--- src/rtl/priority_decoder_3to8_seq_pkg.sv ---
// Types shared between the 8-to-3 priority encoder and its 3-to-8 replay decoder.
package prienc_pkg;

    localparam int ENC_IN_W  = 3;
    localparam int ENC_OUT_W = 8;

    typedef struct packed {
        logic                enable;
        logic [ENC_IN_W-1:0] code;
    } enc_word_t;

    typedef enum logic [1:0] {
        IDLE,
        DRIVE,
        GAP
    } dec_state_e;

endpackage

--- src/rtl/priority_decoder_3to8_seq_if.sv ---
// Encoded-code handshake between the priority encoder (master) and the decoder (slave).
interface priority_decoder_3to8_seq_if;
    import prienc_pkg::*;

    logic                in_valid;
    logic                in_ready;
    logic                in_enable;
    logic [ENC_IN_W-1:0] in_code;

    modport master (output in_valid, output in_enable, output in_code, input in_ready);
    modport slave  (input in_valid, input in_enable, input in_code, output in_ready);

endinterface

--- src/rtl/priority_decoder_3to8_seq_fifo.sv ---
// Purpose: generic synchronous FIFO, pointer-based, extra wrap bit distinguishes full from empty.
// Latency: write visible on rdata the cycle after push; rdata shows the head combinationally.
// Backpressure: push ignored when full, pop ignored when empty.
module dec_fifo #(
    parameter int WIDTH = 4,
    parameter int DEPTH = 4
) (
    input  logic             clk,
    input  logic             rst_n,
    input  logic             push,
    input  logic             pop,
    input  logic [WIDTH-1:0] wdata,
    output logic [WIDTH-1:0] rdata,
    output logic             full,
    output logic             empty
);

    localparam int AW = $clog2(DEPTH);

    logic [WIDTH-1:0] mem [DEPTH];
    logic [AW:0]      wr_ptr;
    logic [AW:0]      rd_ptr;
    logic             do_push;
    logic             do_pop;

    assign do_push = push & ~full;
    assign do_pop  = pop & ~empty;

    always_ff @(posedge clk) begin
        if (do_push) mem[wr_ptr[AW-1:0]] <= wdata;
    end

    always_ff @(posedge clk or negedge rst_n) begin
        if (!rst_n) begin
            wr_ptr <= '0;
            rd_ptr <= '0;
        end else begin
            if (do_push) wr_ptr <= wr_ptr + 1'b1;
            if (do_pop)  rd_ptr <= rd_ptr + 1'b1;
        end
    end

    assign empty = (wr_ptr == rd_ptr);
    assign full  = (wr_ptr[AW] != rd_ptr[AW]) && (wr_ptr[AW-1:0] == rd_ptr[AW-1:0]);
    assign rdata = mem[rd_ptr[AW-1:0]];

endmodule

--- src/rtl/priority_decoder_3to8_seq.sv ---
// Purpose: buffers {enable,code} words and replays each as a PULSE_LEN-cycle one-hot pulse; DEC_GAP_EN adds a 1-cycle zero gap.
// Latency: code accepted at edge N (idle, empty) appears on out_onehot after edge N+1.
// Backpressure: in_ready = !fifo_full from registered count, held low in reset and until the first clock after it.
module priority_decoder_3to8_seq
    import prienc_pkg::*;
#(
    parameter int IN_W       = 3,
    parameter int OUT_W      = 8,
    parameter int PULSE_LEN  = 4,
    parameter int FIFO_DEPTH = 4
) (
    input  logic                         clk,
    input  logic                         rst_n,
    priority_decoder_3to8_seq_if.slave   up,
    output logic [OUT_W-1:0]             out_onehot,
    output logic                         out_valid,
    output logic                         busy
);

    localparam int CNT_W = 8;
    localparam logic [OUT_W-1:0] ONE = OUT_W'(1);

    enc_word_t  wword;
    enc_word_t  rword;
    dec_state_e state;
    logic [CNT_W-1:0] cnt;
    logic push, pop, full, empty, up_q;

    assign up.in_ready = up_q & ~full;
    assign push        = up.in_valid & up.in_ready;

    // A disabled word may carry an undriven code; store zeros so X never reaches the FIFO.
    assign wword.enable = up.in_enable;
    assign wword.code   = up.in_enable ? up.in_code : '0;

    dec_fifo #(
        .WIDTH ($bits(enc_word_t)),
        .DEPTH (FIFO_DEPTH)
    ) u_fifo (
        .clk   (clk),
        .rst_n (rst_n),
        .push  (push),
        .pop   (pop),
        .wdata (wword),
        .rdata (rword),
        .full  (full),
        .empty (empty)
    );

    always_comb begin
        pop = 1'b0;
        case (state)
            IDLE, GAP: pop = ~empty;
`ifdef DEC_GAP_EN
            DRIVE:     pop = 1'b0;
`else
            DRIVE:     pop = ~empty && (cnt == '0);
`endif
            default:   pop = 1'b0;
        endcase
    end

    always_ff @(posedge clk or negedge rst_n) begin
        if (!rst_n) begin
            state      <= IDLE;
            cnt        <= '0;
            out_onehot <= '0;
            out_valid  <= 1'b0;
            up_q       <= 1'b0;
        end else begin
            up_q <= 1'b1;
            case (state)
                IDLE: begin
                    if (pop) begin
                        out_onehot <= rword.enable ? (ONE << rword.code[IN_W-1:0]) : '0;
                        out_valid  <= 1'b1;
                        cnt        <= CNT_W'(PULSE_LEN - 1);
                        state      <= DRIVE;
                    end
                end
                DRIVE: begin
                    if (cnt != '0) begin
                        cnt <= cnt - 1'b1;
                    end else begin
`ifdef DEC_GAP_EN
                        out_onehot <= '0;
                        out_valid  <= 1'b0;
                        state      <= GAP;
`else
                        if (pop) begin
                            out_onehot <= rword.enable ? (ONE << rword.code[IN_W-1:0]) : '0;
                            out_valid  <= 1'b1;
                            cnt        <= CNT_W'(PULSE_LEN - 1);
                        end else begin
                            out_onehot <= '0;
                            out_valid  <= 1'b0;
                            state      <= IDLE;
                        end
`endif
                    end
                end
                GAP: begin
                    if (pop) begin
                        out_onehot <= rword.enable ? (ONE << rword.code[IN_W-1:0]) : '0;
                        out_valid  <= 1'b1;
                        cnt        <= CNT_W'(PULSE_LEN - 1);
                        state      <= DRIVE;
                    end else begin
                        state <= IDLE;
                    end
                end
                default: state <= IDLE;
            endcase
        end
    end

    assign busy = ~empty | (state != IDLE);

endmodule

--- src/flat_wrapper.sv ---
// flat-port wrapper written by rule: the top's interface ports become plain ports
module priority_decoder_3to8_seq_flat import prienc_pkg::*;
#(
    parameter int IN_W       = 3,
    parameter int OUT_W      = 8,
    parameter int PULSE_LEN  = 4,
    parameter int FIFO_DEPTH = 4
)
  (clk, rst_n, out_onehot, out_valid, busy, up_in_valid, up_in_enable, up_in_code, up_in_ready);
  priority_decoder_3to8_seq_if up_i ();
  input  logic clk;
  input  logic rst_n;
  output logic [OUT_W-1:0] out_onehot;
  output logic out_valid;
  output logic busy;
  input wire logic [$bits(up_i.in_valid)-1:0] up_in_valid;
  input wire logic [$bits(up_i.in_enable)-1:0] up_in_enable;
  input wire logic [$bits(up_i.in_code)-1:0] up_in_code;
  output wire logic [$bits(up_i.in_ready)-1:0] up_in_ready;
  assign up_i.in_valid = up_in_valid;
  assign up_i.in_enable = up_in_enable;
  assign up_i.in_code = up_in_code;
  assign up_in_ready = up_i.in_ready;
  priority_decoder_3to8_seq #(.IN_W(IN_W), .OUT_W(OUT_W), .PULSE_LEN(PULSE_LEN), .FIFO_DEPTH(FIFO_DEPTH)) u_core (.clk(clk), .rst_n(rst_n), .up(up_i), .out_onehot(out_onehot), .out_valid(out_valid), .busy(busy));
endmodule
--- config.mk ---
export PLATFORM = sky130hd
export DESIGN_NAME = priority_decoder_3to8_seq_flat
export DESIGN_NICKNAME = d
export VERILOG_FILES = /design/src/rtl/priority_decoder_3to8_seq_pkg.sv /design/src/rtl/priority_decoder_3to8_seq_if.sv /design/src/rtl/priority_decoder_3to8_seq_fifo.sv /design/src/rtl/priority_decoder_3to8_seq.sv /design/src/flat_wrapper.sv
export SDC_FILE = /design/constraint.sdc
export NUM_CORES = 1
export LEC_CHECK = 0
export CAP_MARGIN = 40
export CORE_UTILIZATION = 45
export DETAILED_ROUTE_END_ITERATION = 12
export PLACE_DENSITY_LB_ADDON = 0.25
export SYNTH_ARGS = -nofsm -noshare
export SYNTH_HDL_FRONTEND = slang
export SYNTH_HIERARCHICAL = 1
export SYNTH_SLANG_ARGS = --single-unit
--- constraint.sdc ---
create_clock -name clk -period 3.7 [get_ports clk]
set_input_delay 1.11 -clock clk [delete_from_list [all_inputs] [get_ports clk]]
set_output_delay 1.11 -clock clk [all_outputs]
set_load 0.03 [all_outputs]
==> metrics.md <==
| Metric | Value |
|---|---|
| Outcome | `finished clean` |
| Std cell rows | `24` |
| Top cell type's share of synthesized area | `30.3%` |
| Slowest library cell on the worst path | `clkdlybuf4s50_1` |
| Crit path cell chain | `xor2_2, nor3_2, inv_2, nor2_1, inv_1, clkdlybuf4s50_1` |
| Tcrit/Tclk final | `93.5%` |
| Sequential fraction of the synthesis area | `53.6%` |
| PD cells | `between 800 and 900 nW/um2` |
| RSZ-0062 raised after global routing | `no` |
| Final min period | `3.46 ns` |
| HPWL Detailed | `2780 um` |
| Min-delay worst type | `reg -> reg` |
| Total track usage | `17.3%` |
| First-pass GRT wire length | `6520 um` |
| Depth of the CTS H-tree | `2` |
| Syn Inst Count | `approximately 160` |
| Worst-Margin Slew | `0.536 ns` |
| Multi-input logic area | `just under 900 um2` |
| Die width | `between 60 and 70 um` |
| Layout cells sized above 1 | `17.9%` |
| Clock latency at the later pin of the worst-skew pair | `0.29 ns` |
| Synthesized Nets | `approximately 170` |
| Worst-path maximum fanout | `6` |
| Die ar. | `4860 um2` |
| Nature of the critical path endpoint | `primary output` |
| RePlAce Congestion | `0.867` |
| TNS Setup | `0 ns` |
| Synth-to-layout area growth | `17.2%` |
| Seq pwr share | `35.7%` |
| Worst EP required | `approximately 2.6 ns` |
| Largest area contributor in the netlist | `dfrtp_1` |
| Skew final | `0.00278 ns` |
| Drt pass-1 iters | `4` |
| Area contributors post-synth | `dfrtp_1, edfxtp_1, mux4_2, a32o_1, ha_1` |
| Diode count | `0` |
| Final hold slack | `0.494 ns` |
| EDFF count, synth | `16` |
| Peak VDD IR | `approximately 340 uV` |
| Logic pwr share | `46.7%` |
| Maxcap violations | `0` |
| Switching Power | `0.838 mW` |
| Final Slew Violations | `0` |
| Startpoint types | `register` |
| TritonCTS Sinks | `41` |
| CTS tree | `yes` |
| Antenna Nets Post-Route | `0` |
| Die height | `roughly 70 um` |
| Share of async-settable or async-resettable flops after synthesis | `61.0%` |
| Number of synthesis warnings | `6` |
| Register Area | `~1100 um2` |
| Final wirelength | `3760 um` |
| Syn Std Cell Area | `2060 um2` |
| Initial antenna violation count | `0` |
| Clock transition at path regs | `0.08 ns` |
| Vias | `1315` |
| Iter 0 DRT Violations | `between 60 and 70` |
| Clk buf depth | `2` |
| Clock share of power | `17.6%` |
| Total grt overflow | `0` |
| Initial Utilization | `a little under half` |
| Final layout net count | `~200` |
| Yosys cell types | `47` |
| Final setup violation count | `0` |
| Setup repair bufs after CTS | `0` |
| Vias in the first global route | `~1.4k` |
| Crit path DAT | `2.35 ns` |
| Largest stage delay, worst path | `0.62 ns` |
| Total CTS buffers | `5` |
| Vias per cell | `around 5.6` |
| Hold_buf cts | `0` |
| Most used DFF post-synth | `dfrtp_1` |
| Largest net degree at the start of global routing | `26` |
| P_int | `1.23 mW` |
| Mapped Avg Cell Area | `13.0 um2` |
| DR WL/cell | `between 15 and 20 um` |
| IO Port Bufs | `17` |
| CP Class | `reg -> out` |
| Setup ws final | `0.240 ns` |
| Final hold violations | `0` |
| # DRC | `0` |
| Switching Share | `40.6%` |
| Pleak | `0.959 nW` |
| Root buf cell | `clkbuf_8` |
| #FFs+latches synth | `41` |
| F_max | `0.289 GHz` |
| Core area | `4380 um2` |
| Max-slew headroom | `63.9%` |
| Fillers | `381` |
| # IOs | `18` |
| Placement Setup Slack | `0.472 ns` |
-- what timing repair did --
action / 4_1_cts / 5_1_grt
hold endpoints to repair: 0 / 0
resized for setup: 0 / 1
endpoints found under the setup margin: 0 / 1
-- power by group through the flow --
| stage | sequential [mW] | combinational [mW] | clock, mW |
|---|---|---|---|
| floorplan | 0.803 | 0.644 | 0 |
| global placement | 0.738 | 0.933 | 0 |
| detailed placement | 0.748 | 0.956 | 0 |
| CTS | 0.739 | 0.961 | 0.371 |
| global route | 0.762 | 1.05 | 0.391 |
| finish | 0.738 | 0.964 | 0.363 |
-- placed cells by master, fill, tap and decap left out, types with 2 or more instances in the layout --
cell             synthesis  routed
xnor2_2                  2       2
inv_1                   10      10
and3_1                   3       3
a32o_1                   8       8
nand3_1                  2       2
xor2_1                   2       2
ha_1                     6       6
clkbuf_8                 0       5
nor2_1                   4       4
buf_4                    0       4
a21oi_1                  7       7
and2_1                   7       7
o21ai_1                  5       5
nand2b_1                 3       3
o31ai_2                  2       2
dfrtp_1                 25      25
a31oi_1                  2       2
mux4_2                   4       4
nor3_1                   6       5
nand2_1                  5       5
o31ai_1                  2       2
edfxtp_1                16      16
clkdlybuf4s50_1          0      17
xnor2_1                  3       3
o21ai_0                  2       2
nor2b_1                  5       5
xor2_2                   2       2
or3_1                    3       3
-- per-stage QoR --
| step | instance area, um2 | util, % | instances | total power [mW] |
|---|---|---|---|---|
| detailed placement | 2300 | 52.4 | 228 | 1.70 |
| floorplan | 2060 | - | 159 | 1.45 |
| finish | 2420 | 55.1 | 236 | 2.06 |
| global route | 2420 | 55.1 | 236 | 2.21 |
| CTS | 2410 | 55.0 | 236 | 2.07 |
| global placement | 2300 | 52.4 | 228 | 1.67 |
-- cell usage after synthesis, types with 3 or more instances --
master / n
dfrtp_1: 25
nor2b_1: 5
nand2b_1: 3
edfxtp_1: 16
xnor2_1: 3
mux4_2: 4
inv_1: 10
nand2_1: 5
o21ai_1: 5
ha_1: 6
and3_1: 3
nor2_1: 4
or3_1: 3
a32o_1: 8
a21oi_1: 7
nor3_1: 6
and2_1: 7
-- cell type report --
class | instances | share of cell area, %
clock buffers | 5 | 2.85
clock inverters | 3 | 1.92
inverters | 11 | 1.71
multi-input cells | 103 | 36.8
flip-flops and latches | 41 | 45.8
well taps | 52 | 2.69
repair buffers | 21 | 8.29
-- per-layer routing --
metal,wire (um),global-route usage [%]
met1,1710,22.4
met2,1820,27.4
met3,142,4.80
met4,80,7.56
met5,0,0
-- cell families after synthesis --
group                      share of synthesized area (%)
and+or+nand+nor                                     13.0
AOI/OAI and AO/OA                                   15.9
buffers and inverters                               3.52
other                                              0.182
xor gates and xnor gates                            5.28
adders and majority gates                           3.64
muxes                                               4.85
DFF                                                 53.6
-- final timing paths --
| check | cells after the start | endpoint | startpoint | slack [ns] |
|---|---|---|---|---|
| setup / recovery | 6 | busy | u_core/u_fifo/wr_ptr[0]$_DFFE_PN0P_ | 0.24 |
| max in group asynchronous | 2 | u_core/out_onehot[3]$_DFFE_PN0P_ | rst_n | 2.27 |
| setup reg to reg | 8 | u_core/u_fifo/rd_ptr[2]$_DFFE_PN0P_ | u_core/cnt[0]$_DFF_PN0_ | 1.43 |
| hold reg to reg | 1 | u_core/out_onehot[3]$_DFFE_PN0P_ | u_core/out_onehot[3]$_DFFE_PN0P_ | 0.49 |
| hold / removal | 1 | u_core/out_onehot[3]$_DFFE_PN0P_ | u_core/out_onehot[3]$_DFFE_PN0P_ | 0.49 |
| min in group asynchronous | 2 | u_core/cnt[5]$_DFF_PN0_ | rst_n | 1.19 |
-- state kept, by name (all words and copies together) (netlist names) --
register              cells
u_core/out_onehot         8
u_core/u_fifo/wr_ptr      3
u_core/cnt                8
u_core/out_valid          1
u_core/up_q               1
u_core/state              1
u_core/u_fifo/rd_ptr      3
u_core/u_fifo/mem        16
-- worst max-delay path, delay by kind of cell (launching register included) --
family                 cells  cell delay, ns
AND/OR/NAND/NOR            2            0.48
XOR/XNOR                   1            0.23
flip-flops                 1            0.50
buffers and inverters      3            0.85
Power figures use the tool's default switching activity.
